$ cat config.mk
export PLATFORM = sky130hd
export DESIGN_NAME = word_uart_tx
export DESIGN_NICKNAME = d
export VERILOG_FILES = /design/src/rtl/uart_pkg.sv /design/src/rtl/uart_byte_tx.sv /design/src/rtl/word_uart_tx.sv
export SDC_FILE = /design/constraint.sdc
export NUM_CORES = 1
export LEC_CHECK = 0
export ABC_AREA = 1
export CAP_MARGIN = 15
export CORE_AREA = 2 2 95 120
export DETAILED_ROUTE_END_ITERATION = 8
export DIE_AREA = 0 0 97 122
export PLACE_DENSITY = 0.88
export SLEW_MARGIN = 30
export SYNTH_ARGS = -nofsm -noshare
export SYNTH_HDL_FRONTEND = slang
export SYNTH_SLANG_ARGS = --single-unit
$ cat constraint.sdc
create_clock -name i_clk -period 4.96 [get_ports i_clk]
set_input_delay 0.992 -clock i_clk [delete_from_list [all_inputs] [get_ports i_clk]]
set_output_delay 0.992 -clock i_clk [all_outputs]
set_load 0.01 [all_outputs]
$ cat src/rtl/uart_pkg.sv
// Shared UART transmit definitions: byte-level FSM states, CPB field sizing
// and the CPB clamp used when a word is accepted.
package uart_pkg;

  typedef enum logic [1:0] {
    IDLE  = 2'd0,
    START = 2'd1,
    DATA  = 2'd2,
    STOP  = 2'd3
  } tx_state_e;

  localparam int              CPB_W      = 24;
  localparam logic [CPB_W-1:0] CPB_MIN   = 24'd2;
  localparam int              FRAME_BITS = 10;

  // Bit periods shorter than two clocks cannot be timed by the countdown.
  function automatic logic [CPB_W-1:0] clamp_cpb(input logic [CPB_W-1:0] cpb);
    return (cpb < CPB_MIN) ? CPB_MIN : cpb;
  endfunction

endpackage

$ cat src/rtl/uart_byte_tx.sv
// Serialises one byte as an 8N1 frame; done_o flags the last clock of the
// stop bit so the next byte can start with no idle gap.
module uart_byte_tx
  import uart_pkg::*;
(
  input  logic             i_clk,
  input  logic             n_btn_rst,
  input  logic             start_i,
  input  logic [7:0]       byte_i,
  input  logic [CPB_W-1:0] cpb_i,
  output logic             done_o,
  output logic             tx_o
);

  tx_state_e        state_q;
  logic [CPB_W-1:0] cnt_q;
  logic [7:0]       shift_q;
  logic [2:0]       bit_q;
  logic             tx_q;

  // Byte framing FSM: each bit is held for cpb_i clocks via a countdown to zero.
  always_ff @(posedge i_clk or negedge n_btn_rst) begin
    if (!n_btn_rst) begin
      state_q <= IDLE;
      cnt_q   <= '0;
      shift_q <= 8'h00;
      bit_q   <= 3'd0;
      tx_q    <= 1'b1;
    end else begin
      case (state_q)
        IDLE: begin
          if (start_i) begin
            state_q <= START;
            tx_q    <= 1'b0;
            shift_q <= byte_i;
            cnt_q   <= cpb_i - 24'd1;
          end
        end
        START: begin
          if (cnt_q != 24'd0) begin
            cnt_q <= cnt_q - 24'd1;
          end else begin
            state_q <= DATA;
            tx_q    <= shift_q[0];
            shift_q <= {1'b0, shift_q[7:1]};
            bit_q   <= 3'd0;
            cnt_q   <= cpb_i - 24'd1;
          end
        end
        DATA: begin
          if (cnt_q != 24'd0) begin
            cnt_q <= cnt_q - 24'd1;
          end else if (bit_q == 3'd7) begin
            state_q <= STOP;
            tx_q    <= 1'b1;
            cnt_q   <= cpb_i - 24'd1;
          end else begin
            tx_q    <= shift_q[0];
            shift_q <= {1'b0, shift_q[7:1]};
            bit_q   <= bit_q + 3'd1;
            cnt_q   <= cpb_i - 24'd1;
          end
        end
        STOP: begin
          if (cnt_q != 24'd0) begin
            cnt_q <= cnt_q - 24'd1;
          end else if (start_i) begin
            state_q <= START;
            tx_q    <= 1'b0;
            shift_q <= byte_i;
            cnt_q   <= cpb_i - 24'd1;
          end else begin
            state_q <= IDLE;
          end
        end
        default: begin
          state_q <= IDLE;
          tx_q    <= 1'b1;
        end
      endcase
    end
  end

  assign done_o = (state_q == STOP) && (cnt_q == 24'd0);
  assign tx_o   = tx_q;

endmodule

$ cat src/rtl/word_uart_tx.sv
// Word-wide UART transmitter: accepts a WORDWID-bit word and sends it as
// consecutive 8N1 bytes, most significant byte first.
module word_uart_tx
  import uart_pkg::*;
#(
  parameter int WORDWID = 32
) (
  input  logic               i_clk,
  input  logic               n_btn_rst,
  input  logic [30:0]        i_setup,
  input  logic               i_valid,
  input  logic [WORDWID-1:0] i_data,
  output logic               o_ready,
  output logic               o_busy,
  output logic               o_uart_tx
);

  localparam int NB = WORDWID / 8;

  logic               ready_q;
  logic               busy_q;
  logic [7:0]         rem_q;
  logic [WORDWID-1:0] word_q;
  logic [CPB_W-1:0]   cpb_q;

  logic               accept_s;
  logic               done_s;
  logic               start_s;
  logic [7:0]         byte_s;
  logic [CPB_W-1:0]   cpb_s;
  logic               unused_setup_s;

  assign unused_setup_s = ^i_setup[30:24];

  // Next byte selection: the first byte comes straight from i_data so the
  // start bit appears the cycle after accept.
  always_comb begin
    accept_s = i_valid && ready_q;
    cpb_s    = accept_s ? clamp_cpb(i_setup[CPB_W-1:0]) : cpb_q;
    if (accept_s) begin
      start_s = 1'b1;
      byte_s  = i_data[WORDWID-1 -: 8];
    end else if (done_s && (rem_q != 8'd0)) begin
      start_s = 1'b1;
      byte_s  = word_q[WORDWID-1 -: 8];
    end else begin
      start_s = 1'b0;
      byte_s  = word_q[WORDWID-1 -: 8];
    end
  end

  // Word handshake and byte sequencing; word_q keeps the next byte on top.
  always_ff @(posedge i_clk or negedge n_btn_rst) begin
    if (!n_btn_rst) begin
      ready_q <= 1'b1;
      busy_q  <= 1'b0;
      rem_q   <= 8'd0;
      word_q  <= '0;
      cpb_q   <= '0;
    end else if (accept_s) begin
      ready_q <= 1'b0;
      busy_q  <= 1'b1;
      word_q  <= i_data << 4'd8;
      rem_q   <= 8'(NB - 1);
      cpb_q   <= cpb_s;
    end else if (done_s && (rem_q != 8'd0)) begin
      word_q  <= word_q << 4'd8;
      rem_q   <= rem_q - 8'd1;
    end else if (done_s) begin
      ready_q <= 1'b1;
      busy_q  <= 1'b0;
    end
  end

  uart_byte_tx u_byte_tx (
    .i_clk     (i_clk),
    .n_btn_rst (n_btn_rst),
    .start_i   (start_s),
    .byte_i    (byte_s),
    .cpb_i     (cpb_s),
    .done_o    (done_s),
    .tx_o      (o_uart_tx)
  );

  assign o_ready = ready_q;
  assign o_busy  = busy_q;

endmodule

# == Word-level counts from Yosys, hierarchy flattened ==
# Index checks and enable logic that the tools add are counted.
# W data, S select, Z words.
# word_totals
mem_bits_ro,0
latch_bits,0
out_inout_bits,3
wordCells,84
inputBits,66
memories,0
ff_bits,104
ramBits,0
# classes
n_mux,42
bitwise,0
addsub,4
n_mul,0
n_shift,0
div,0
n_eq_ne,11
n_lt_le_gt_ge,1
reduce_logical,16
# op_table
cell,n
$mux W24,5
$pmux W24 S3,1
$mux W32,2
$mux W8,8
$sub A24 B1 Y24 const B,2
$pmux W8 S4,1
$logic_not A24 Y1,1
$lt A24 B2 Y1 const B,1
$reduce_bool A24 Y1,1
$mux W1,14
$ne A2 B2 Y1 const B,6
$mux W2,5
$mux W3,3
$pmux W2 S4,1
$reduce_and A4 Y1,2
$reduce_bool A8 Y1,1
$sub A8 B1 Y8 const B,1
$pmux W3 S2,1
$reduce_bool A2 Y1,3
$reduce_and A5 Y1,1
$eq A2 B2 Y1 const B,2
$pmux W1 S4,1
$add A3 B1 Y3 const B,1
$eq A3 B3 Y1 const B,1
7 further kinds,9

# == Logic depth before layout (Yosys ltp) ==
# Gate-level depths: netlist of run 1.
# logic_depth
ltp_word,8
mapped_depth,18
ltp_nobuf,18

# == Hierarchy ==
# Synthesis of run 1 repeated with hierarchy kept, for this count alone.
# hier_totals
hier_cells,1001
area_unflattened_um2,6517.5
# modules_own_cells
module,area_each_um2,cells_each,seq_area_each_um2,n_inst
uart_byte_tx,3637.2,599,952.2,1
word_uart_tx,2880.3,402,1452.6,1

# == Worst setup path after synthesis of run 1 ==
# Ideal clock, no wire load.
# synth_timing
path_type,input-to-reg
startpoint,in i_valid
endpoint,reg u_byte_tx.cnt_q[8]
setup_ns,0.124
stages,15
path_buffers,2
t_required_ns,4.836
path_slack_ns,2.021
arrival_ns,2.816
path_cell_list,nand2_4 -> buf_6 -> buf_6 -> nand2_1 -> a21boi_2 -> ha_1 -> inv_1 -> nor3_1 -> nand2_1 -> xor2_1 -> nand2_1 -> o21ai_1 -> o21ai_1 -> nand3_1 -> o21ai_1
# synth_via
elab_chain_cells,6
elab_cells_between_ends,8
classes_between,1 x add/sub; 6 x mux; 1 x reduce/logical
# synth_lines
item,line,source
start: declaration,word_uart_tx.sv:11,"input logic i_valid,"
$logic_and A1 B1 Y1 *,word_uart_tx.sv:38,accept_s = i_valid && ready_q;
$mux W24,word_uart_tx.sv:39,cpb_s = accept_s ? clamp_cpb(i_setup[CPB_W-1:0]) : cpb_q;
$sub A24 B1 Y24,-,
$mux W24,"uart_byte_tx.sv:32, uart_byte_tx.sv:67",
$mux W24,uart_byte_tx.sv:65,if (cnt_q != 24'd0) begin
$pmux W24 S3 *,uart_byte_tx.sv:30,case (state_q)
end signal: assignment,uart_byte_tx.sv:36,cnt_q <= cpb_i - 24'd1;
end signal: assignment,uart_byte_tx.sv:47,cnt_q <= cpb_i - 24'd1;
end signal: assignment,uart_byte_tx.sv:56,cnt_q <= cpb_i - 24'd1;
end: declaration,uart_byte_tx.sv:16,logic [CPB_W-1:0] cnt_q;
# Every way passes the cells marked *; elsewhere a longest branch is shown, timed or not.
# A chain may end at the register's enable or synchronous reset.

# == Final worst setup path of run 1 ==
# layout_timing
startpoint,in i_setup[15]
endpoint,reg u_byte_tx.cnt_q[8]
# layout_via
elab_chain_cells,7
elab_cells_between_ends,8
classes_between,1 x add/sub; 1 x order compare; 6 x mux
# layout_lines
item,line,source
start: declaration,word_uart_tx.sv:10,"input logic [30:0] i_setup,"
$lt A24 B2 Y1 *,uart_pkg.sv:18,return (cpb < CPB_MIN) ? CPB_MIN : cpb;
$mux W24 *,uart_pkg.sv:18,
$mux W24 *,word_uart_tx.sv:39,
$sub A24 B1 Y24 *,-,
$mux W24,"uart_byte_tx.sv:32, uart_byte_tx.sv:67",
$mux W24,uart_byte_tx.sv:65,
$pmux W24 S3 *,uart_byte_tx.sv:30,
# Marked as above.

==> results of run 1 <==
registers in the layout (all words and copies together) (netlist names):
signal / cells
u_byte_tx.bit_q: 3
u_byte_tx.state_q: 2
u_byte_tx.tx_o: 1
word_q: 24
u_byte_tx.shift_q: 8
cpb_q: 24
rem_q: 8
o_ready: 1
u_byte_tx.cnt_q: 24
o_busy: 1
final cells by class:
type,count,area share (%)
clock buffers,11,3.30
well taps,135,2.30
multi-input cells,648,46.4
flip-flops and latches,96,32.7
clock inverters,5,0.766
repair buffers,65,8.69
inverters,114,5.83
cell usage after synthesis (12+ instances only):
| master | instances |
|---|---|
| a21oi_1 | 23 |
| clkbuf_1 | 12 |
| dfrtp_1 | 94 |
| inv_1 | 101 |
| nand2_1 | 236 |
| nand3_1 | 76 |
| nor2_1 | 75 |
| nor2_2 | 12 |
| o21ai_0 | 45 |
| o21ai_1 | 40 |
| xor2_1 | 20 |
placed cells by master, fill, tap and decap left out, drive strengths merged:
| master | count |
|---|---|
| a21boi | 1 |
| a21oi | 30 |
| a22oi | 1 |
| a31oi | 2 |
| and3 | 2 |
| buf | 5 |
| bufinv | 1 |
| clkbuf | 11 |
| clkdlybuf4s50 | 60 |
| clkinv | 7 |
| clkinvlp | 1 |
| dfrtp | 94 |
| dfstp | 2 |
| ha | 11 |
| inv | 110 |
| nand2 | 251 |
| nand2b | 1 |
| nand3 | 81 |
| nand3b | 1 |
| nand4 | 7 |
| nor2 | 93 |
| nor3 | 7 |
| nor3b | 1 |
| nor4 | 5 |
| o211ai | 7 |
| o21a | 2 |
| o21ai | 94 |
| o221ai | 8 |
| o22ai | 6 |
| o31ai | 1 |
| o32ai | 3 |
| or2 | 9 |
| xnor2 | 4 |
| xor2 | 20 |
cell families (layout without fill, tap and decap cells):
kind of cell | after synthesis | in the layout | share of synthesized area [%]
simple gates | 458 | 458 | 32.6
compound gates | 155 | 155 | 14.6
buf+inv | 148 | 195 | 10.2
flops | 96 | 96 | 37.2
xor+xnor | 24 | 24 | 3.25
fa+ha+maj | 11 | 11 | 2.13
power by group through the flow:
stage / Sequential (uW) / Combinational [uW] / Clock (uW)
global placement: 1220 / 1950 / 0
global route: 1260 / 2300 / 742
detailed placement: 1240 / 2000 / 0
finish: 1230 / 2050 / 713
floorplan: 1190 / 1610 / 0
CTS: 1230 / 2030 / 714
path summary, 6_finish.rpt:
| check | startpoint | end | slack, ns | depth (start not counted) |
|---|---|---|---|---|
| max | i_setup[15] | u_byte_tx.cnt_q[8] | 1.31 | 16 |
| min | rem_q[7] | rem_q[7] | 0.46 | 1 |
| max reg2reg | u_byte_tx.cnt_q[0] | u_byte_tx.state_q[1] | 1.93 | 16 |
| min reg2reg | rem_q[7] | rem_q[7] | 0.46 | 1 |
| max in group asynchronous | n_btn_rst | u_byte_tx.tx_o | 3.26 | 2 |
| min in group asynchronous | n_btn_rst | rem_q[5] | 0.75 | 1 |
per-stage QoR:
stage / std cells / utilization [%] / instance area, sq um
floorplan: 892 / - / 6470
global route: 1074 / 67.9 / 7350
finish: 1074 / 67.9 / 7350
detailed placement: 1058 / 65.2 / 7050
CTS: 1074 / 67.9 / 7350
global placement: 1058 / 65.1 / 7040
metal layers:
metal / GRT usage (%) / vias to the layer above / wire length (um)
met5: 0 / - / 0
met4: 14.8 / 0 / 586
met3: 4.25 / 39 / 777
met2: 47.7 / 200 / 7730
met1: 32.6 / 2750 / 6310
li1: - / 2958 / -
==> run metrics, run 1 <==
largest net degree at the start of global routing 68; initial antenna violation count 0; remaining routing DRC violations 0; post-CTS setup buffer count 0; Buf/Inv on CP 2; GRT overflow 0; static leakage 0.00347 uW; Yosys warnings 0; CP max stage delay 0.46 ns; Layout Area Growth over Synthesis 13.6%; first-pass GRT wire length 26.2 mm; multi-input combinational cell area 3410 sq um; synthesized instance count 892; crit path DAT 3.87 ns; die area 11800 sq um; Tmin final 3.65 ns; gr usage total 27.4%; actual slew at the worst max-slew pin around 0.85 ns; clock-pin transition on the worst setup and hold timing paths 0.07 ns; CTS Buffer Depth 2; CP max stage cell clkdlybuf4s50_1; die width 97 um; Hold Slack 0.465 ns; Clock Tree Root clkbuf_16; Syn Std Cell Area approximately 6500 sq um; power consumption between 3000 and 4000 uW; # H-tree levels 3; Sequential Power Share 30.8%; Register Area about 2400 sq um; Worst Hold Class reg2reg; Crit Path Category in2reg; Num Clock Sinks 96; Syn Area/Cell between 7 and 8 sq um; P per Cell Area 544 nW/um^2; Setup WS post-layout 1.31 ns; Max-Cap Viols 0; register bit total from synthesis 96; port bufs 61; critical path startpoint category input port; HPWL Detailed 10.7 mm; Pint 2180 uW; clock network power share around 18%; post-route ant nets 0; Placeable Area 10800 sq um; fin nets ~1000; Net Sw Frac approximately 45%; Relative slew margins between 40% and 50%; Skew-Pair Late Insertion Delay 0.35 ns; post-cts resize count 0; sequential-to-total area share from yosys stat 37.2%; fmax 274 MHz; layout cells sized above 1 10.8%; DR WL/cell 14.3 um; Routed Wire Length 15.4 mm; GPL Wtd Cong 0.918; crit-path cells clkdlybuf4s50_1 > nor2_1 > nand2_1 > nor2_1 > nand3_1 > a21boi_2 > ha_1 > inv_1 > nor3_1 > nand2_1 > xor2_1 > nand2_1 > o21ai_1 > o21ai_1 > nand3_1 > o21ai_1; crit-path max FO 5; Worst setup EP type flip-flop; antenna cells 0; Crit path max-delay family simple AND/OR/NAND/NOR gates; final clock skew 0.00927 ns; Worst IR Drop VDD 0.272 mV; Gate power share just over 50%; Mapped Nets 969; Hold-fix buffers, CTS 0; Post-synth EDFFs 0; initial core utilization 59.8%; Rows 43; Num CTS Buffers 9; Synth Flop Type dfrtp_1; Psw between 1500 and 2000 uW; Yosys top cell by area dfrtp_1; asr flop ratio synth 100%; CTS tree built; setup TNS 0 ns; max-slew violations 0; Hold Violations, Final 0; final setup fails 0; Critical Path RT 5.18 ns; via count a little under 6000; status complete, no violations; routed vias/inst 5.54; DR iter-0 viols slightly below 500; RSZ-0062 raised after global routing false; fill count 893; pre-CTS WS 0.979 ns; Synth top area share 36.4%; die height 122 um; drt first pass iters 6; largest cells by area after synthesis dfrtp_1 36%, nand2_1 14%, nand3_1 5.9%, inv_1 5.9%, nor2_1 4.4%; fin crit share 73.6%; vias in the first global route approximately 5700; Cell variety after synth between 50 and 60; I/O pins 69
Power figures use the tool's default switching activity.
==> run 2: changes to the inputs <==
--- a/config.mk
+++ b/config.mk
@@ -7,10 +7,10 @@
 export LEC_CHECK = 0
 export ABC_AREA = 1
 export CAP_MARGIN = 15
-export CORE_AREA = 2 2 95 120
+export CORE_AREA = 2 2 98 124
 export DETAILED_ROUTE_END_ITERATION = 8
-export DIE_AREA = 0 0 97 122
-export PLACE_DENSITY = 0.88
+export DIE_AREA = 0 0 100 126
+export PLACE_DENSITY = 0.84
 export SLEW_MARGIN = 30
 export SYNTH_ARGS = -nofsm -noshare
 export SYNTH_HDL_FRONTEND = slang
==> constraint.sdc (replaced) <==
create_clock -name i_clk -period 3.6 [get_ports i_clk]
set_input_delay 0.72 -clock i_clk [delete_from_list [all_inputs] [get_ports i_clk]]
set_output_delay 0.72 -clock i_clk [all_outputs]
set_load 0.01 [all_outputs]
==> run 2 against run 1 <==
Effect of this change: largest power group unchanged; final cell count rose by 1.5%; core utilization fell by 2.9 points; critical path type unchanged; global-route usage fell by 1.3 points; non-clock buffer count rose by 13; sequential power rose by 37%; largest cell class unchanged.
==> run metrics, run 2 (synthesized netlist as in run 1, its figures left out) <==
GPL Wtd Cong roughly 0.93; layout cells sized above 1 11.9%; fin nets ~1000; initial core utilization 56.5%; via count 5950; routed vias/inst 5.46; Clock Tree Root clkbuf_16; Setup WS post-layout 0.435 ns; setup TNS 0 ns; Reg2Reg Launch Point u_byte_tx.cnt_q[0]; crit path DAT 3.41 ns; commonest non-fill, non-tap cell in the layout nand2_1; final setup fails 0; antenna cells 0; static leakage 0.00353 uW; critical path startpoint category input port; max-slew violations 0; # H-tree levels 3; reg-to-reg slack, setup 0.89 ns; actual slew at the worst max-slew pin 0.845 ns; Routed Wire Length 15.3 mm; vias in the first global route roughly 5800; Tmin final about 3.2 ns; I/O pins 69; Layout Area Growth over Synthesis 15.1%; RSZ-0062 raised after global routing false; CTS tree built; clock-pin transition on the worst setup and hold timing paths 0.07 ns; crit-path max FO 4; DR iter-0 viols 330; pre-CTS WS roughly 0.11 ns; CTS Buffer Depth 2; Num Clock Sinks 96; fmax around 320 MHz; post-route ant nets 0; first-pass GRT wire length around 27 mm; Register Area roughly 2400 sq um; most frequent cells in the layout 236 x nand2_1, 101 x inv_1, 94 x dfrtp_1; Placeable Area 11500 sq um; gr usage total 26.1%; die width 100 um; Worst Hold Class in2async; port bufs 61; fin crit share 87.9%; Skew-Pair Late Insertion Delay between 0.3 and 0.4 ns; GRT overflow 0; die height 126 um; Rows 44; Hold-fix buffers, CTS 0; initial antenna violation count 0; remaining routing DRC violations 0; drt first pass iters 5; Crit Path Category in2reg; Largest regs cpb_q (24), u_byte_tx.cnt_q (24), word_q (24); Max-Cap Viols 0; R2R cell count 14; status complete, no violations; Worst setup EP type flip-flop; Worst R2R End u_byte_tx.cnt_q[3]; die area 12600 sq um; HPWL Detailed between 10 and 15 mm; Num CTS Buffers 9; final clock skew 0.00918 ns; Worst IR Drop VDD 0.409 mV; fill count 975; Relative slew margins 43.5%; Critical Path RT 3.84 ns; DR WL/cell 14.0 um; Hold Violations, Final 0; largest net degree at the start of global routing 44; post-CTS setup buffer count 0; P per Cell Area 734 nW/um^2; multi-input combinational cell area 3400 sq um; post-cts resize count 0
==> run 2: worst max-delay path, stage by stage <==
cell	delay, ns
clkdlybuf4s50_1	0.46
nor2_1	0.14
nand2_1	0.07
nor2_1	0.16
nand3_1	0.17
a21boi_2	0.18
ha_1	0.19
inv_1	0.08
nor2_4	0.15
nand2_2	0.11
nor2_2	0.17
nand2_1	0.08
xor2_1	0.34
nand2_1	0.13
nand3_1	0.09
nand2_1	0.06
nand2_1	0.05
nand2_1	0.04
==> run 2: layout make-up <==
class	instances	share of cell area, %
Clock inverter	4	0.387
Inverter	114	5.75
Sequential cell	96	32.3
Multi-Input combinational cell	648	45.7
Clock buffer	12	3.45
Tap cell	138	2.32
Timing Repair Buffer	78	10.1
==> run 2: per-layer routing <==
layer	track usage [%]	part of all wire [%]	up-vias
met2	43.9	50	182
met1	33.2	42	2739
met4	12.2	3.5	0
met5	0	0	-
li1	-	-	2995
met3	3.55	4.9	34
==> run 2: per-stage QoR <==
stage | total power (uW) | util (%) | hold WS [ns] | std cells | cell area, sq um
after CTS | 5460 | 65.0 | 0.388 | 1090 | 7440
after global routing | 5950 | 65.0 | 0.409 | 1090 | 7440
after detailed placement | 4510 | 62.5 | 0.456 | 1074 | 7160
after floorplan | 3860 | - | 0.424 | 892 | 6470
after global placement | 4430 | 62.5 | 0.447 | 1074 | 7160
final | 5470 | 65.0 | 0.364 | 1090 | 7440
==> run 2: worst max-delay path by stage <==
stage	from	endpoint	slack, ns	depth (start not counted)
2_1_floorplan	i_valid	u_byte_tx.cnt_q[8]	0.93	15
3_3_place_gp	i_setup[15]	u_byte_tx.cnt_q[22]	0.14	18
3_5_place_dp	i_setup[15]	u_byte_tx.cnt_q[22]	0.11	18
4_1_cts	i_setup[15]	u_byte_tx.cnt_q[22]	0.47	18
5_1_grt	i_setup[15]	u_byte_tx.cnt_q[16]	0.24	18
6_report	i_setup[15]	u_byte_tx.cnt_q[16]	0.44	18
==> run 2: report_power, final <==
part | internal, uW | leakage [uW] | switching [uW]
combinational | 1030 | 0.00220 | 1820
clock | 507 | 0.000135 | 427
sequential | 1460 | 0.00120 | 229
